## src/rtl/ctrl_fsm.sv

```systemverilog
// Multicycle datapath control sequencer.
// FETCH/DECODE/EXEC/MEM/WB with a bounded memory handshake.
module ctrl_fsm #(
  parameter int OPWIDTH     = 3,
  parameter int MCODEBITS   = 4,
  parameter int MEM_TIMEOUT = 15
) (
  input  logic                 Clk,
  input  logic                 Reset,
  input  logic                 start,
  input  logic [MCODEBITS-1:0] instr,
  input  logic                 mem_ready,
  input  logic                 zero,
  output logic                 RegDst,
  output logic                 Branch,
  output logic                 MemtoReg,
  output logic                 MemWrite,
  output logic                 ALUSrc,
  output logic                 RegWrite,
  output logic                 MemRead,
  output logic                 PCWrite,
  output logic                 IRWrite,
  output logic [OPWIDTH-1:0]   ALUOp,
  output logic                 done,
  output logic                 err,
  output logic [2:0]           state
);

  typedef enum logic [2:0] {
    S_IDLE   = 3'd0,
    S_FETCH  = 3'd1,
    S_DECODE = 3'd2,
    S_EXEC   = 3'd3,
    S_MEM    = 3'd4,
    S_WB     = 3'd5,
    S_HALT   = 3'd6
  } state_t;

  localparam logic [MCODEBITS-1:0] OP_ST  = '0;
  localparam logic [MCODEBITS-1:0] OP_ADD = MCODEBITS'(1);
  localparam logic [MCODEBITS-1:0] OP_LD  = MCODEBITS'(2);
  localparam logic [MCODEBITS-1:0] OP_BR  = MCODEBITS'(3);
  localparam logic [MCODEBITS-1:0] OP_HLT = '1;
  // Counter holds completed MEM cycles, so the last allowed one is TIMEOUT-1.
  localparam logic [7:0] TO_LAST = 8'(MEM_TIMEOUT - 1);

  state_t               r_state;
  logic [MCODEBITS-1:0] r_op;
  logic [7:0]           r_wcnt;
  logic                 r_done;
  logic                 r_err;

  logic w_st;
  logic w_ld;
  logic w_br;
  logic w_add;

  assign w_st  = (r_op == OP_ST);
  assign w_ld  = (r_op == OP_LD);
  assign w_br  = (r_op == OP_BR);
  assign w_add = (r_op == OP_ADD);

  always_ff @(posedge Clk or negedge Reset) begin
    if (!Reset) begin
      r_state <= S_IDLE;
      r_op    <= '0;
      r_wcnt  <= '0;
      r_done  <= 1'b0;
      r_err   <= 1'b0;
    end else begin
      case (r_state)
        S_IDLE: begin
          if (start) r_state <= S_FETCH;
        end
        S_FETCH: begin
          r_op    <= instr;
          r_state <= S_DECODE;
        end
        S_DECODE: begin
          if (r_op == OP_HLT) begin
            r_state <= S_HALT;
            r_done  <= 1'b1;
          end else begin
            r_state <= S_EXEC;
          end
        end
        S_EXEC: begin
          r_wcnt <= '0;
          unique case (1'b1)
            w_st, w_ld: r_state <= S_MEM;
            w_br:       r_state <= S_FETCH;
            default:    r_state <= S_WB;
          endcase
        end
        S_MEM: begin
          if (mem_ready) begin
            r_state <= w_ld ? S_WB : S_FETCH;
          end else if (r_wcnt == TO_LAST) begin
            r_state <= S_HALT;
            r_err   <= 1'b1;
          end else begin
            r_wcnt <= r_wcnt + 8'd1;
          end
        end
        S_WB: begin
          r_state <= S_FETCH;
        end
        S_HALT: begin
          if (start) begin
            r_state <= S_FETCH;
            r_done  <= 1'b0;
            r_err   <= 1'b0;
          end
        end
        default: begin
          r_state <= S_HALT;
          r_err   <= 1'b1;
        end
      endcase
    end
  end

  always_comb begin
    Branch   = 1'b0;
    MemtoReg = 1'b0;
    MemWrite = 1'b0;
    ALUSrc   = 1'b0;
    RegWrite = 1'b0;
    MemRead  = 1'b0;
    PCWrite  = 1'b0;
    IRWrite  = 1'b0;
    ALUOp    = '1;
    case (r_state)
      S_FETCH: begin
        IRWrite = 1'b1;
        PCWrite = 1'b1;
      end
      S_EXEC: begin
        unique case (1'b1)
          w_st, w_ld: begin
            ALUSrc = 1'b1;
            ALUOp  = '1;
          end
          w_br: begin
            Branch  = 1'b1;
            ALUOp   = OPWIDTH'(1);
            PCWrite = zero;
          end
          w_add:   ALUOp = '0;
          default: ALUOp = r_op[OPWIDTH-1:0];
        endcase
      end
      S_MEM: begin
        MemWrite = w_st;
        MemRead  = w_ld;
      end
      S_WB: begin
        RegWrite = 1'b1;
        MemtoReg = w_ld;
      end
      default: ;
    endcase
  end

  assign RegDst = 1'b0;
  assign done   = r_done;
  assign err    = r_err;
  assign state  = r_state;

endmodule
```

## config.mk

```make
export PLATFORM = sky130hd
export DESIGN_NAME = ctrl_fsm
export DESIGN_NICKNAME = d
export VERILOG_FILES = /design/src/rtl/ctrl_fsm.sv
export SDC_FILE = /design/constraint.sdc
export NUM_CORES = 1
export LEC_CHECK = 0
export BUFFER_PORTS_ARGS = -buffer_cell sky130_fd_sc_hd__clkbuf_2
export CAP_MARGIN = 0
export CORE_AREA = 5 5 67 69
export CTS_BUF_LIST = sky130_fd_sc_hd__clkbuf_16
export CTS_CLUSTER_SIZE = 25
export DETAILED_ROUTE_END_ITERATION = 10
export DIE_AREA = 0 0 72 74
export GPL_TIMING_DRIVEN = 0
export PLACE_DENSITY = 0.57
export SYNTH_ARGS = -nofsm -noshare
export SYNTH_HDL_FRONTEND = slang
export SYNTH_SLANG_ARGS = --single-unit
```

## constraint.sdc

```tcl
create_clock -name Clk -period 1.75 [get_ports Clk]
set_clock_uncertainty 0.2 [all_clocks]
set_input_delay 0.175 -clock Clk [delete_from_list [all_inputs] [get_ports Clk]]
set_output_delay 0.175 -clock Clk [all_outputs]
set_load 0.05 [all_outputs]
```

# --- After elaboration in Yosys (flattened, before gate mapping) ---
# Index checks and enable logic that the tools add are counted.
totals:
  word_cells: 65
  reg_bits: 17
  output_inout_bits: 17
classes:
  reduce_logical: 11
  mux: 29
  bitwise: 1
  n_addsub: 1
  eq_ne: 18
op_table:
  columns: ["operator", "count"]
  rows:
  - ["3-bit two-way mux", 6]
  - ["3-bit case mux with 6 select lines", 1]
  - ["8-bit two-way mux", 2]
  - ["8-bit case mux with 2 select lines", 1]
  - ["1-bit two-way mux", 14]
  - ["2-bit inequality test, second input constant", 5]
  - ["3-bit equality test, second input constant", 3]
  - ["3-bit case mux with 3 select lines", 1]
  - ["8-bit by 1-bit adder with 8-bit output, second input constant", 1]
  - ["4-bit by 2-bit equality test with 1-bit output, second input constant", 2]
  - ["8-bit by 4-bit equality test with 1-bit output, second input constant", 1]
  - ["3-bit by 2-bit equality test with 1-bit output, second input constant", 2]
  - ["3-bit case mux with 2 select lines", 1]
  - ["3-bit AND reduction", 2]
  - ["5-bit OR reduction", 1]
  - ["4-bit by 1-bit equality test with 1-bit output, second input constant", 1]
  - ["4-bit equality test, second input constant", 1]
  - ["4-bit logical NOT", 1]
  - ["1-bit case mux with 2 select lines", 2]
  - ["4-bit AND reduction", 1]
  - ["2-bit nonzero test", 2]
  - ["2-bit OR reduction", 2]
  - ["3-bit by 1-bit equality test with 1-bit output, second input constant", 1]
  - ["3-bit logical NOT", 1]
  - ["5 further kinds", 5]

# --- Depth between registers and ports, before layout ---
logic_depth:
  word_depth: 4
  ltp_mapped: 5
  mapped_depth_nobuf: 5

# --- Worst setup path before layout ---
# No wires, ideal clock.
synth_timing:
  path_type: "reg-to-output"
  from: "reg r_state[2], in the netlist state[2]"
  to: "out MemtoReg"
  path_buffers: 1
  stages_incl_launch_ff: 5
  arrival_time_ps: 2758
  slack_ps: -1383
  required_time_ps: 1375
  path_cell_list: "dfrtp_1 clkbuf_1 inv_1 nor3_1 and3_1"
synth_between:
  elab_chain_cells: 2
synth_rtl:
  columns: ["element", "line_no", "rtl"]
  rows:
  - ["start: declaration", "47", "state_t r_state;"]
  - ["start signal: assignment", "97", "r_state <= w_ld ? S_WB : S_FETCH;"]
  - ["3-bit equality test", "133", "case (r_state)"]
  - ["1-bit two-way mux", "133", null]
  - ["end: declaration", "16", "output logic MemtoReg,"]
# No other way between the ends.

# --- Final worst setup path ---
layout_timing:
  from: "reg r_state[1], in the netlist state[1]"
  to: "out PCWrite"
layout_between:
  elab_chain_cells: 2
  elab_cells_between_ends: 3
  classes_between: "eq/ne: 2; mux: 1"
layout_rtl:
  columns: ["element", "line_no", "rtl"]
  rows:
  - ["3-bit by 2-bit equality test with 1-bit output or 3-bit by 1-bit equality test with 1-bit output (tied branches)", "133", null]
  - ["1-bit case mux with 2 select lines *", "133", null]
  - ["end: declaration", "21", "output logic PCWrite,"]
# Mark *: on every way between the ends. The rest lies on a longest branch, timed or not.

==> results_dict.tcl <==
set metrics [dict create \
    path_class "flop to output pin" \
    overflow 0 \
    netlist_instances 117 \
    seq_area_sq_um 437 \
    met2_length_um 1980 \
    drv_slew 0 \
    final_cell_mix "24 x buf_4, 13 x clkbuf_2, 9 x nand2_1, 9 x dfrtp_2, 8 x dfrtp_1" \
    drtPass1Iterations 4 \
    die_y_um 74 \
    clkLatencyLatePin_ns 0.25 \
    grt_setup_unrepaired "true" \
    routed-wl-met3_um 131 \
    drt-met1-wl_um 1460 \
    worstPathRequired_ns 1.37 \
    area_growth_pct 90.3 \
    antenna_found_initial 0 \
    violations "setup timing" \
    ys_warn_count 0 \
    num_rows 23 \
    post_dp_cell_area_sq_mm 0.00143 \
    cts_buffers 3 \
    layout_commonest_cell "buf_4" \
    fin_crit_sh 1.07 \
    drc 0 \
    synth_cell_types 43 \
    core_sq_mm 0.00386 \
    routabilityCongestion 0.787 \
    clk_pin_slew_ns 0.05 \
    top_layer "met4" \
    holdCritStartpoint "start" \
    critPathLaunch "state[1]" \
    setup_slack_ns -0.131 \
    ys_seq_area_frac 0.389 \
    dieArea_sq_mm 0.00533 \
    dr.first_iter.drc_count 41 \
    diodes 0 \
    end_kind "output pin" \
    clk_path_buf_depth 2 \
    wl_per_cell_um 16.2 \
    whs_ns 0.119 \
    cp-start-kind "flop" \
    critPathArrivalTime_ns 1.51 \
    clock.fmax_mhz 532 \
    clkSinkCount 17 \
    ys_ff_latch 17 \
    ctsRootBufferMaster "clkbuf_16" \
    hp-class "input port to flop" \
    grt_pass1_vias 1169 \
    fin_nets 186 \
    vias 1182 \
    synth_nets 128 \
    synth-edff-count 0 \
    pin_count 26 \
    grt_pass1_wl_um 5610 \
    routed_wl_um 3620 \
    setup_viol 16 \
    maxCapViolCount 0 \
    rr_startpoint "state[0]" \
    final_area_sq_mm 0.00208 \
    drive_gt1_frac 0.609 \
    crit_fanout 6 \
    ant_nets 0 \
    ys.flop_type "dfrtp_1" \
    syn-cell-area_sq_mm 0.00109 \
    peakVddDrop_uv 834 \
    place_hpwl_um 2230 \
    grt_max_degree 18 \
    track_usage 0.135 \
    multi_input_area_sq_um 895 \
    p_leak_uw 0.000868 \
    cts_tree "built" \
    postLayoutCoreUtil 0.539 \
    period_minus_slack_ns 1.88 \
    syn_area_per_cell_sq_um 9.34 \
    outcome "finished, violations left" \
    die-width_um 72 \
    vias_per_cell 5.28 \
    numPortBuffers 24 \
    nFillCells 333 \
    initial_core_util 0.283 \
    power_density_mw_per_mm2 1700 \
    ys_async_sr_fraction 1.00 \
    hold_viol 0 \
    h-tree-depth 1 \
]
[registers in the layout (all words and copies together), names as in the netlist]
signal,cells
state,3
r_op,4
done,1
r_wcnt,8
err,1
[final timing paths]
kind	to	slack (ns)	cells past startpoint
max in group asynchronous	r_op[1]	0.80	2
setup / recovery	PCWrite	-0.13	4
setup reg to reg	r_wcnt[7]	-0.13	3
min in group asynchronous	r_wcnt[6]	0.21	2
hold reg to reg	done	0.36	2
hold / removal	state[1]	0.12	3
[per-stage QoR]
stage	setup TNS [ns]	setup WS (ns)	cells	power [uW]
detailed placement	-2.31	-0.283	191	2250
floorplan	-2.52	-0.379	117	1920
global route	-2.19	-0.183	224	3740
finish	-1.18	-0.131	224	3540
global placement	-1.85	-0.285	191	2220
CTS	-2.01	-0.194	217	3220
[cell type report]
class | instances | share of cell area
clock buffers | 3 | 0.0361
well taps | 50 | 0.0301
plain buffers | 4 | 0.0247
inverters | 5 | 0.0120
multi-input cells | 89 | 0.430
flip-flops and latches | 17 | 0.210
repair buffers | 55 | 0.254
clock inverters | 1 | 0.00241
[timing repair]
| action | 4_1_cts | 5_1_grt |
|---|---|---|
| hold endpoints to repair | 21 | 0 |
| pin swaps | 5 | 11 |
| hold buffers | 5 | 0 |
| setup buffers | 18 | 8 |
| endpoints found under the setup margin | 21 | 20 |
| cloned | 0 | 0 |
| gates resized for setup | 38 | 36 |
[cell families after synthesis]
kind of cell,Yosys count,synth area share
AO/OA/AOI/OAI,25,0.162
other,1,0.00343
adder cells (fa/ha/maj),2,0.0229
flip-flops,17,0.389
multiplexers,10,0.0962
buffers and inverters,11,0.0424
AND/OR/NAND/NOR,51,0.284
[worst max-delay path, stage by stage (launching register included)]
cell and delay, ns:
dfrtp_2 0.45, and3b_2 0.23, and4_4 0.20, a21o_4 0.21
clkbuf_16 0.16
[synth_stat cells (all sizes together), types with 3 or more instances]
cell type,number,share of area
a21oi,4,0.018
and3,4,0.023
clkbuf,5,0.018
dfrtp,17,0.39
inv,5,0.017
mux2,4,0.041
mux2i,6,0.055
nand2,9,0.031
nand3,3,0.014
nand3b,3,0.021
nor2,5,0.017
nor2b,3,0.017
nor3,4,0.018
nor3b,4,0.027
o21ai,4,0.018
[where the power goes]
| part | switching, uW | internal [uW] | total [uW] |
|---|---|---|---|
| logic | 1190 | 1110 | 2300 |
| clock network | 161 | 306 | 467 |
| registers | 235 | 538 | 772 |
| total | 1590 | 1950 | 3540 |
[layer usage]
metal  vias to the layer above  GRT usage
met5                         -          0
met4                         0     0.0397
met3                         6     0.0311
met2                        35      0.249
met1                       587      0.157
li1                        554          -
Note: power is estimated with default switching activity, not from simulation.
